`config.mk`:
```
export PLATFORM = sky130hd
export DESIGN_NAME = id_ex_stage_flat
export DESIGN_NICKNAME = d
export VERILOG_FILES = /design/src/rtl/id_ex_stage_pkg.sv /design/src/rtl/id_ex_stage_if.sv /design/src/rtl/id_ex_stage_forward_mux.sv /design/src/rtl/id_ex_stage.sv /design/src/flat_wrapper.sv
export SDC_FILE = /design/constraint.sdc
export NUM_CORES = 1
export LEC_CHECK = 0
export ABC_AREA = 1
export CORE_MARGIN = 5
export CORE_UTILIZATION = 50
export DETAILED_ROUTE_END_ITERATION = 12
export PLACE_DENSITY = 0.87
export SYNTH_ARGS = -nofsm -noshare
export SYNTH_HDL_FRONTEND = slang
export SYNTH_HIERARCHICAL = 1
export SYNTH_SLANG_ARGS = --single-unit
```
`constraint.sdc`:
```
create_clock -name clk -period 3.58 [get_ports clk]
set_clock_uncertainty 0.15 [all_clocks]
set_input_delay 0.716 -clock clk [delete_from_list [all_inputs] [get_ports clk]]
set_output_delay 0.716 -clock clk [all_outputs]
set_load 0.02 [all_outputs]
```
`src/rtl/id_ex_stage_pkg.sv`:
```
// Shared definitions for the ID/EX pipeline register: default widths, ALU opcodes,
// forwarding-source select and the occupancy state of the stage.
package id_ex_stage_pkg;

    localparam int DEFAULT_DATA_W     = 32;
    localparam int DEFAULT_REG_ADDR_W = 5;
    localparam int DEFAULT_CTRL_W     = 4;

    localparam logic [DEFAULT_CTRL_W-1:0] ALU_ADD = 4'b0000;
    localparam logic [DEFAULT_CTRL_W-1:0] ALU_SUB = 4'b0001;
    localparam logic [DEFAULT_CTRL_W-1:0] ALU_MUL = 4'b0010;

    typedef enum logic [1:0] {
        FWD_NONE,
        FWD_EXMEM,
        FWD_MEMWB
    } fwd_sel_e;

    typedef enum logic {
        ST_EMPTY,
        ST_FULL
    } state_e;

endpackage

```
`src/rtl/id_ex_stage_if.sv`:
```
// Bundle of decode-side, forwarding and EX-side signals of the ID/EX stage.
// master = surrounding pipeline / bench, slave = the stage itself.
interface id_ex_stage_if #(
    parameter int DATA_W     = id_ex_stage_pkg::DEFAULT_DATA_W,
    parameter int REG_ADDR_W = id_ex_stage_pkg::DEFAULT_REG_ADDR_W,
    parameter int CTRL_W     = id_ex_stage_pkg::DEFAULT_CTRL_W
);
    logic                  in_valid;
    logic                  in_ready;
    logic [DATA_W-1:0]     rs_data;
    logic [DATA_W-1:0]     rt_data;
    logic [DATA_W-1:0]     imm;
    logic [REG_ADDR_W-1:0] rs_addr;
    logic [REG_ADDR_W-1:0] rt_addr;
    logic [REG_ADDR_W-1:0] rd_addr;
    logic                  alu_src;
    logic [CTRL_W-1:0]     alu_control_in;
    logic                  reg_write;
    logic                  mem_read;
    logic                  mem_write;
    logic                  mem_to_reg;
    logic                  flush;
    logic                  exmem_reg_write;
    logic [REG_ADDR_W-1:0] exmem_rd;
    logic [DATA_W-1:0]     exmem_result;
    logic                  memwb_reg_write;
    logic [REG_ADDR_W-1:0] memwb_rd;
    logic [DATA_W-1:0]     memwb_data;
    logic                  out_ready;
    logic                  out_valid;
    logic [DATA_W-1:0]     data1;
    logic [DATA_W-1:0]     data2;
    logic [CTRL_W-1:0]     ALUControl;
    logic [DATA_W-1:0]     store_data;
    logic [REG_ADDR_W-1:0] rd_out;
    logic                  reg_write_out;
    logic                  mem_read_out;
    logic                  mem_write_out;
    logic                  mem_to_reg_out;

    modport master (
        output in_valid, rs_data, rt_data, imm, rs_addr, rt_addr, rd_addr, alu_src,
               alu_control_in, reg_write, mem_read, mem_write, mem_to_reg, flush,
               exmem_reg_write, exmem_rd, exmem_result, memwb_reg_write, memwb_rd,
               memwb_data, out_ready,
        input  in_ready, out_valid, data1, data2, ALUControl, store_data, rd_out,
               reg_write_out, mem_read_out, mem_write_out, mem_to_reg_out
    );

    modport slave (
        input  in_valid, rs_data, rt_data, imm, rs_addr, rt_addr, rd_addr, alu_src,
               alu_control_in, reg_write, mem_read, mem_write, mem_to_reg, flush,
               exmem_reg_write, exmem_rd, exmem_result, memwb_reg_write, memwb_rd,
               memwb_data, out_ready,
        output in_ready, out_valid, data1, data2, ALUControl, store_data, rd_out,
               reg_write_out, mem_read_out, mem_write_out, mem_to_reg_out
    );
endinterface

```
`src/rtl/id_ex_stage_forward_mux.sv`:
```
// Operand forwarding for one source register: EX/MEM has priority over MEM/WB,
// and register 0 is never forwarded.
module id_ex_stage_forward_mux
    import id_ex_stage_pkg::*;
#(
    parameter int DATA_W     = DEFAULT_DATA_W,
    parameter int REG_ADDR_W = DEFAULT_REG_ADDR_W
) (
    input  logic [REG_ADDR_W-1:0] src_addr,
    input  logic [DATA_W-1:0]     src_data,
    input  logic                  exmem_reg_write,
    input  logic [REG_ADDR_W-1:0] exmem_rd,
    input  logic [DATA_W-1:0]     exmem_result,
    input  logic                  memwb_reg_write,
    input  logic [REG_ADDR_W-1:0] memwb_rd,
    input  logic [DATA_W-1:0]     memwb_data,
    output logic [DATA_W-1:0]     fwd_data
);
    fwd_sel_e sel;

    always_comb begin
        sel = FWD_NONE;
        if (exmem_reg_write && exmem_rd != '0 && exmem_rd == src_addr) begin
            sel = FWD_EXMEM;
        end else if (memwb_reg_write && memwb_rd != '0 && memwb_rd == src_addr) begin
            sel = FWD_MEMWB;
        end
    end

    always_comb begin
        unique case (sel)
            FWD_EXMEM: fwd_data = exmem_result;
            FWD_MEMWB: fwd_data = memwb_data;
            default:   fwd_data = src_data;
        endcase
    end
endmodule

```
`src/rtl/id_ex_stage.sv`:
```
// ID/EX pipeline register: one-entry valid/ready stage with operand forwarding,
// load-use bubble insertion, downstream stall and branch flush.
module id_ex_stage
    import id_ex_stage_pkg::*;
#(
    parameter int DATA_W     = DEFAULT_DATA_W,
    parameter int REG_ADDR_W = DEFAULT_REG_ADDR_W,
    parameter int CTRL_W     = DEFAULT_CTRL_W
) (
    input logic         clk,
    input logic         reset,
    id_ex_stage_if.slave bus
);
    state_e                state_q, state_d;
    logic                  vld_p1;
    logic [DATA_W-1:0]     rs_data_p1, rt_data_p1, imm_p1;
    logic [REG_ADDR_W-1:0] rs_addr_p1, rt_addr_p1, rd_p1;
    logic                  alu_src_p1;
    logic [CTRL_W-1:0]     alu_ctrl_p1;
    logic                  reg_write_p1, mem_read_p1, mem_write_p1, mem_to_reg_p1;
    logic [DATA_W-1:0]     fwd_rs, fwd_rt;
    logic                  advance, hazard, in_ready, accept;

    assign vld_p1   = (state_q == ST_FULL);
    assign advance  = !vld_p1 || bus.out_ready;
    assign hazard   = vld_p1 && mem_read_p1 && rd_p1 != '0 &&
                      (rd_p1 == bus.rs_addr || rd_p1 == bus.rt_addr);
    assign in_ready = advance && !hazard;
    assign accept   = bus.in_valid && in_ready;

    always_ff @(posedge clk) begin
        if (reset) state_q <= ST_EMPTY;
        else       state_q <= state_d;
    end

    always_comb begin
        state_d = state_q;
        if (bus.flush)    state_d = ST_EMPTY;
        else if (accept)  state_d = ST_FULL;
        else if (advance) state_d = ST_EMPTY;
    end

    // ---- decode -> p1 register; held entries keep absorbing forwarded results ----
    always_ff @(posedge clk) begin
        if (reset) begin
            rs_data_p1    <= '0;
            rt_data_p1    <= '0;
            imm_p1        <= '0;
            rs_addr_p1    <= '0;
            rt_addr_p1    <= '0;
            rd_p1         <= '0;
            alu_src_p1    <= 1'b0;
            alu_ctrl_p1   <= ALU_ADD;
            reg_write_p1  <= 1'b0;
            mem_read_p1   <= 1'b0;
            mem_write_p1  <= 1'b0;
            mem_to_reg_p1 <= 1'b0;
        end else if (bus.flush || (!accept && advance)) begin
            alu_ctrl_p1   <= ALU_ADD;
            reg_write_p1  <= 1'b0;
            mem_read_p1   <= 1'b0;
            mem_write_p1  <= 1'b0;
            mem_to_reg_p1 <= 1'b0;
        end else if (accept) begin
            rs_data_p1    <= bus.rs_data;
            rt_data_p1    <= bus.rt_data;
            imm_p1        <= bus.imm;
            rs_addr_p1    <= bus.rs_addr;
            rt_addr_p1    <= bus.rt_addr;
            rd_p1         <= bus.rd_addr;
            alu_src_p1    <= bus.alu_src;
            alu_ctrl_p1   <= bus.alu_control_in;
            reg_write_p1  <= bus.reg_write;
            mem_read_p1   <= bus.mem_read;
            mem_write_p1  <= bus.mem_write;
            mem_to_reg_p1 <= bus.mem_to_reg;
        end else begin
            rs_data_p1    <= fwd_rs;
            rt_data_p1    <= fwd_rt;
        end
    end

    id_ex_stage_forward_mux #(.DATA_W(DATA_W), .REG_ADDR_W(REG_ADDR_W)) u_fwd_rs (
        .src_addr(rs_addr_p1), .src_data(rs_data_p1),
        .exmem_reg_write(bus.exmem_reg_write), .exmem_rd(bus.exmem_rd),
        .exmem_result(bus.exmem_result), .memwb_reg_write(bus.memwb_reg_write),
        .memwb_rd(bus.memwb_rd), .memwb_data(bus.memwb_data), .fwd_data(fwd_rs)
    );

    id_ex_stage_forward_mux #(.DATA_W(DATA_W), .REG_ADDR_W(REG_ADDR_W)) u_fwd_rt (
        .src_addr(rt_addr_p1), .src_data(rt_data_p1),
        .exmem_reg_write(bus.exmem_reg_write), .exmem_rd(bus.exmem_rd),
        .exmem_result(bus.exmem_result), .memwb_reg_write(bus.memwb_reg_write),
        .memwb_rd(bus.memwb_rd), .memwb_data(bus.memwb_data), .fwd_data(fwd_rt)
    );

    // ---- p1 -> EX outputs ----
    assign bus.in_ready       = in_ready;
    assign bus.out_valid      = vld_p1;
    assign bus.data1          = fwd_rs;
    assign bus.data2          = alu_src_p1 ? imm_p1 : fwd_rt;
    assign bus.store_data     = fwd_rt;
    assign bus.rd_out         = rd_p1;
    assign bus.ALUControl     = vld_p1 ? alu_ctrl_p1 : ALU_ADD;
    assign bus.reg_write_out  = vld_p1 && reg_write_p1;
    assign bus.mem_read_out   = vld_p1 && mem_read_p1;
    assign bus.mem_write_out  = vld_p1 && mem_write_p1;
    assign bus.mem_to_reg_out = vld_p1 && mem_to_reg_p1;
endmodule

```
`src/flat_wrapper.sv`:
```
// flat-port wrapper written by rule: the top's interface ports become plain ports
module id_ex_stage_flat import id_ex_stage_pkg::*;
#(
    parameter int DATA_W     = DEFAULT_DATA_W,
    parameter int REG_ADDR_W = DEFAULT_REG_ADDR_W,
    parameter int CTRL_W     = DEFAULT_CTRL_W
)
  (clk, reset, bus_in_valid, bus_rs_data, bus_rt_data, bus_imm, bus_rs_addr, bus_rt_addr, bus_rd_addr, bus_alu_src, bus_alu_control_in, bus_reg_write, bus_mem_read, bus_mem_write, bus_mem_to_reg, bus_flush, bus_exmem_reg_write, bus_exmem_rd, bus_exmem_result, bus_memwb_reg_write, bus_memwb_rd, bus_memwb_data, bus_out_ready, bus_in_ready, bus_out_valid, bus_data1, bus_data2, bus_ALUControl, bus_store_data, bus_rd_out, bus_reg_write_out, bus_mem_read_out, bus_mem_write_out, bus_mem_to_reg_out);
  id_ex_stage_if #(.DATA_W(DATA_W), .REG_ADDR_W(REG_ADDR_W), .CTRL_W(CTRL_W)) bus_i ();
  input logic clk;
  input logic reset;
  input wire logic [$bits(bus_i.in_valid)-1:0] bus_in_valid;
  input wire logic [$bits(bus_i.rs_data)-1:0] bus_rs_data;
  input wire logic [$bits(bus_i.rt_data)-1:0] bus_rt_data;
  input wire logic [$bits(bus_i.imm)-1:0] bus_imm;
  input wire logic [$bits(bus_i.rs_addr)-1:0] bus_rs_addr;
  input wire logic [$bits(bus_i.rt_addr)-1:0] bus_rt_addr;
  input wire logic [$bits(bus_i.rd_addr)-1:0] bus_rd_addr;
  input wire logic [$bits(bus_i.alu_src)-1:0] bus_alu_src;
  input wire logic [$bits(bus_i.alu_control_in)-1:0] bus_alu_control_in;
  input wire logic [$bits(bus_i.reg_write)-1:0] bus_reg_write;
  input wire logic [$bits(bus_i.mem_read)-1:0] bus_mem_read;
  input wire logic [$bits(bus_i.mem_write)-1:0] bus_mem_write;
  input wire logic [$bits(bus_i.mem_to_reg)-1:0] bus_mem_to_reg;
  input wire logic [$bits(bus_i.flush)-1:0] bus_flush;
  input wire logic [$bits(bus_i.exmem_reg_write)-1:0] bus_exmem_reg_write;
  input wire logic [$bits(bus_i.exmem_rd)-1:0] bus_exmem_rd;
  input wire logic [$bits(bus_i.exmem_result)-1:0] bus_exmem_result;
  input wire logic [$bits(bus_i.memwb_reg_write)-1:0] bus_memwb_reg_write;
  input wire logic [$bits(bus_i.memwb_rd)-1:0] bus_memwb_rd;
  input wire logic [$bits(bus_i.memwb_data)-1:0] bus_memwb_data;
  input wire logic [$bits(bus_i.out_ready)-1:0] bus_out_ready;
  output wire logic [$bits(bus_i.in_ready)-1:0] bus_in_ready;
  output wire logic [$bits(bus_i.out_valid)-1:0] bus_out_valid;
  output wire logic [$bits(bus_i.data1)-1:0] bus_data1;
  output wire logic [$bits(bus_i.data2)-1:0] bus_data2;
  output wire logic [$bits(bus_i.ALUControl)-1:0] bus_ALUControl;
  output wire logic [$bits(bus_i.store_data)-1:0] bus_store_data;
  output wire logic [$bits(bus_i.rd_out)-1:0] bus_rd_out;
  output wire logic [$bits(bus_i.reg_write_out)-1:0] bus_reg_write_out;
  output wire logic [$bits(bus_i.mem_read_out)-1:0] bus_mem_read_out;
  output wire logic [$bits(bus_i.mem_write_out)-1:0] bus_mem_write_out;
  output wire logic [$bits(bus_i.mem_to_reg_out)-1:0] bus_mem_to_reg_out;
  assign bus_i.in_valid = bus_in_valid;
  assign bus_i.rs_data = bus_rs_data;
  assign bus_i.rt_data = bus_rt_data;
  assign bus_i.imm = bus_imm;
  assign bus_i.rs_addr = bus_rs_addr;
  assign bus_i.rt_addr = bus_rt_addr;
  assign bus_i.rd_addr = bus_rd_addr;
  assign bus_i.alu_src = bus_alu_src;
  assign bus_i.alu_control_in = bus_alu_control_in;
  assign bus_i.reg_write = bus_reg_write;
  assign bus_i.mem_read = bus_mem_read;
  assign bus_i.mem_write = bus_mem_write;
  assign bus_i.mem_to_reg = bus_mem_to_reg;
  assign bus_i.flush = bus_flush;
  assign bus_i.exmem_reg_write = bus_exmem_reg_write;
  assign bus_i.exmem_rd = bus_exmem_rd;
  assign bus_i.exmem_result = bus_exmem_result;
  assign bus_i.memwb_reg_write = bus_memwb_reg_write;
  assign bus_i.memwb_rd = bus_memwb_rd;
  assign bus_i.memwb_data = bus_memwb_data;
  assign bus_i.out_ready = bus_out_ready;
  assign bus_in_ready = bus_i.in_ready;
  assign bus_out_valid = bus_i.out_valid;
  assign bus_data1 = bus_i.data1;
  assign bus_data2 = bus_i.data2;
  assign bus_ALUControl = bus_i.ALUControl;
  assign bus_store_data = bus_i.store_data;
  assign bus_rd_out = bus_i.rd_out;
  assign bus_reg_write_out = bus_i.reg_write_out;
  assign bus_mem_read_out = bus_i.mem_read_out;
  assign bus_mem_write_out = bus_i.mem_write_out;
  assign bus_mem_to_reg_out = bus_i.mem_to_reg_out;
  id_ex_stage #(.DATA_W(DATA_W), .REG_ADDR_W(REG_ADDR_W), .CTRL_W(CTRL_W)) u_core (.clk(clk), .reset(reset), .bus(bus_i));
endmodule
```
==> flow_metrics.env <==
export IMPL_status="finished with violations"
export IMPL_violations="DRC"
export IMPL_synth_main_ff_cell="dfxtp_1"
export IMPL_yosysTopAreaCell="dfxtp_1"
export IMPL_cts_tree="yes"
export IMPL_ctsLongestPathBuffers=2
export IMPL_start_util_pct=50.52
export IMPL_ys_seq_area_share_pct=26.78
export IMPL_whs_endpoint="u_core/imm_p1[9]$_SDFFE_PP0P_"
export IMPL_worstSkewPairLatency_ns=0.43
export IMPL_power_density_nw_per_um2=349.0
export IMPL_period_minus_slack_ns=3.477
export IMPL_worstSetupStartpointType="primary input"
export IMPL_die_y_um=144.5
export IMPL_slowest_delay_ns=0.28
export IMPL_grt_usage_pct=35.66
export IMPL_dp_hpwl_um=27150
export IMPL_fmax_mhz=287.6
export IMPL_maxCapViolCount=0
export IMPL_crit_fanout=11
export IMPL_cp_depth=14
export IMPL_rows=49
export IMPL_clock_root_buffer="clkbuf_16"
export IMPL_nFillCells=1344
export IMPL_fin_crit_sh_pct=97.12
export IMPL_syn_avg_cell_area_um2=6.268
export IMPL_timing_rr_start="u_core/rt_addr_p1[0]$_SDFFE_PP0P_"
export IMPL_arrival_ns=2.61
export IMPL_hp_class="reg2reg"
export IMPL_critical_path_required_ns=2.71
export IMPL_path_cells="dlygate4sd2_1 -> inv_1 -> nand2_1 -> nand2_1 -> nand2_2 -> nor2_4 -> nand3_4 -> buf_6 -> buf_16 -> nand3_1 -> nand3_2 -> nand2_1 -> o21ai_2 -> buf_4"
export IMPL_path_buf_inv=5
export IMPL_timing_rr_end="u_core/rt_data_p1[25]$_SDFFE_PP0N_"
export IMPL_relSlewSlack_pct=44.98
export IMPL_vias_per_cell=5.780
export IMPL_r2r_slack_ns=1.16
export IMPL_synth_seq_cells=121
export IMPL_ys_warn_count=6
export IMPL_final_setup_viol_count=0
export IMPL_hold_start="u_core/imm_p1[9]$_SDFFE_PP0P_"
export IMPL_drv_slew=0
export IMPL_synthesis_instances=1443
export IMPL_synth_edf_count=0
export IMPL_hold_viol=0
export IMPL_power_mw=4.685
export IMPL_drt_iter0_drc=1786
export IMPL_syn_area_um2=9045
export IMPL_synth_nets=1644
export IMPL_mostFrequentLayoutCells="nand2_1, clkdlybuf4s50_1, inv_1, nor2_1, nand4_1"
export IMPL_syn_to_final_growth_pct=48.43
export IMPL_fp_dieArea_um2=20880
export IMPL_clkTransAtPathRegs_ns=0.06
export IMPL_peakVddDrop_mv=0.3655
export IMPL_remaining_drc_errors=1
export IMPL_cts_buffers=17
export IMPL_async_flop_share_pct=0
export IMPL_path_class="in2out"
export IMPL_ant_nets=0
export IMPL_worst_hold_path_num_cells=2
export IMPL_mostFrequentLayoutCell="nand2_1"
export IMPL_first_pass_iters=12
export IMPL_cts_sinks=121
export IMPL_gr_total_overflow=0
export IMPL_die_w_um=144.5
export IMPL_leakage_nw=6.676
export IMPL_r2r_cells=14
export IMPL_final_core_util_pct=74.99
export IMPL_wire_per_inst_um=19.57
export IMPL_grt_first_pass_wirelength_um=58480
export IMPL_io_buffer_count=311
export IMPL_pin_count=312
export IMPL_synthTopCellsByArea="dfxtp_1, nand2_1, nand3_2"
export IMPL_worst_pin_slew_ns=0.8253
export IMPL_wirelength_um=39340
export IMPL_num_vias=11620
export IMPL_crit_path_frequent_cell="nand2_1"
export IMPL_critPathCaptureType="output port"
export IMPL_cp_top_family="simple AND/OR/NAND/NOR gates"
export IMPL_core_um2=17900
export IMPL_grt_max_degree=65
export IMPL_place_congestion=0.9617
export IMPL_drive_gt1_share_pct=19.85
export IMPL_seq_area_um2=2422
export IMPL_rsz0062_at_grt="no"
export IMPL_finalNetCount=1966
export IMPL_multiInputGateArea_um2=5433
export IMPL_yosysUniqueCellTypes=25
export IMPL_grt_pass1_vias=10710
export IMPL_synth_top_area_share_pct=26.78
export IMPL_slowest_stage="dlygate4sd2_1"
export IMPL_cts_max_level=4
export IMPL_antenna_found_initial=3
[worst reg2reg max path: cells and delay by family, from the launching register on]
kind                   cells  cell delay (ns)
AND/OR/NAND/NOR            9             1.02
buffers and inverters      4             0.58
flip-flops                 1             0.45
AO/OA/AOI/OAI              1             0.13
[registers in the layout, indices dropped and copies added, names as in the netlist]
signal	count
u_core/bus.rd_out	5
u_core/bus.out_valid	1
u_core/rs_data_p1	32
u_core/rt_addr_p1	5
u_core/alu_ctrl_p1	4
u_core/reg_write_p1	1
u_core/imm_p1	32
u_core/mem_write_p1	1
u_core/alu_src_p1	1
u_core/rt_data_p1	32
u_core/mem_read_p1	1
u_core/mem_to_reg_p1	1
u_core/rs_addr_p1	5
[logic make-up after synthesis]
kind of cell	after synthesis	share of synthesized area [%]
AND/OR/NAND/NOR	895	50.57
flip-flops	121	26.78
buffers and inverters	283	14.35
XOR/XNOR	4	0.3874
AO/OA/AOI/OAI	140	7.913
[synthesized netlist by cell type, types with 4 or more instances]
| cell | count |
|---|---|
| nor2_4 | 5 |
| nand3_1 | 100 |
| a21oi_1 | 50 |
| buf_1 | 9 |
| inv_1 | 152 |
| nor2_1 | 148 |
| nor2_2 | 4 |
| nand4_1 | 130 |
| dfxtp_1 | 121 |
| clkbuf_1 | 40 |
| o21ai_1 | 5 |
| inv_2 | 14 |
| buf_4 | 11 |
| buf_2 | 35 |
| buf_6 | 20 |
| nand3_2 | 109 |
| nand2_1 | 394 |
| o21ai_0 | 82 |
[per-stage QoR]
step	cells	TNS, ns	area, µm²	setup WS [ns]	hold WS (ns)
final	2010	0	13430	0.1030	0.3060
after global routing	2010	0	13430	0.04190	0.3298
after CTS	1998	-0.1171	13310	-0.1124	0.3030
after detailed placement	1958	-26.98	12740	-0.4330	0.2942
after global placement	1958	-24.07	12740	-0.3929	0.2834
after floorplan	1443	0	9045	0.6547	0.2744
[report_power, final]
group / leakage (nW) / internal [mW] / switching [mW]
Combinational: 5.40 / 0.618 / 0.837
Sequential: 0.997 / 1.44 / 0.0599
Clock: 0.276 / 1.03 / 0.702
Total: 6.68 / 3.09 / 1.60
[area by class of cell]
| class | instances | area share [%] |
|---|---|---|
| multi-input combinational | 1040 | 40.47 |
| timing repair buffer | 417 | 30.28 |
| sequential | 121 | 18.04 |
| inverter | 168 | 4.706 |
| clock buffer | 18 | 3.197 |
| tap | 229 | 2.134 |
| clock inverter | 14 | 1.118 |
| antenna | 3 | 0.05592 |
[routing by layer]
metal  part of all wire, %  global-route usage, %  up-vias  routed length (µm)
li1                      -                      -     5348                   -
met2                    45                  56.52      890               17890
met5                     0                      0        -                   0
met4                   4.8                  14.48        0                1881
met1                    36                  45.69     5216               14360
met3                    13                  10.22      163                5205
[timing repair]
item | in CTS | in global routing
buffers inserted | 4 | 7
setup endpoints to repair | 95 | 92
pin swaps | 0 | 9
hold buffers | 0 | 0
cloned | 4 | 3
gates resized for setup | 262 | 88
[worst max-delay path by stage]
stage               startpoint                 to  slack [ns]
2_1_floorplan  bus_exmem_rd[2]      bus_data2[20]        0.65
3_3_place_gp   bus_exmem_rd[2]      bus_data2[31]       -0.39
3_5_place_dp   bus_exmem_rd[2]      bus_data2[31]       -0.43
4_1_cts        bus_exmem_rd[3]      bus_data2[28]       -0.11
5_1_grt        bus_exmem_rd[1]  bus_store_data[9]        0.04
6_report       bus_exmem_rd[1]      bus_data2[25]        0.10
Note: power is estimated with default switching activity, not from simulation.
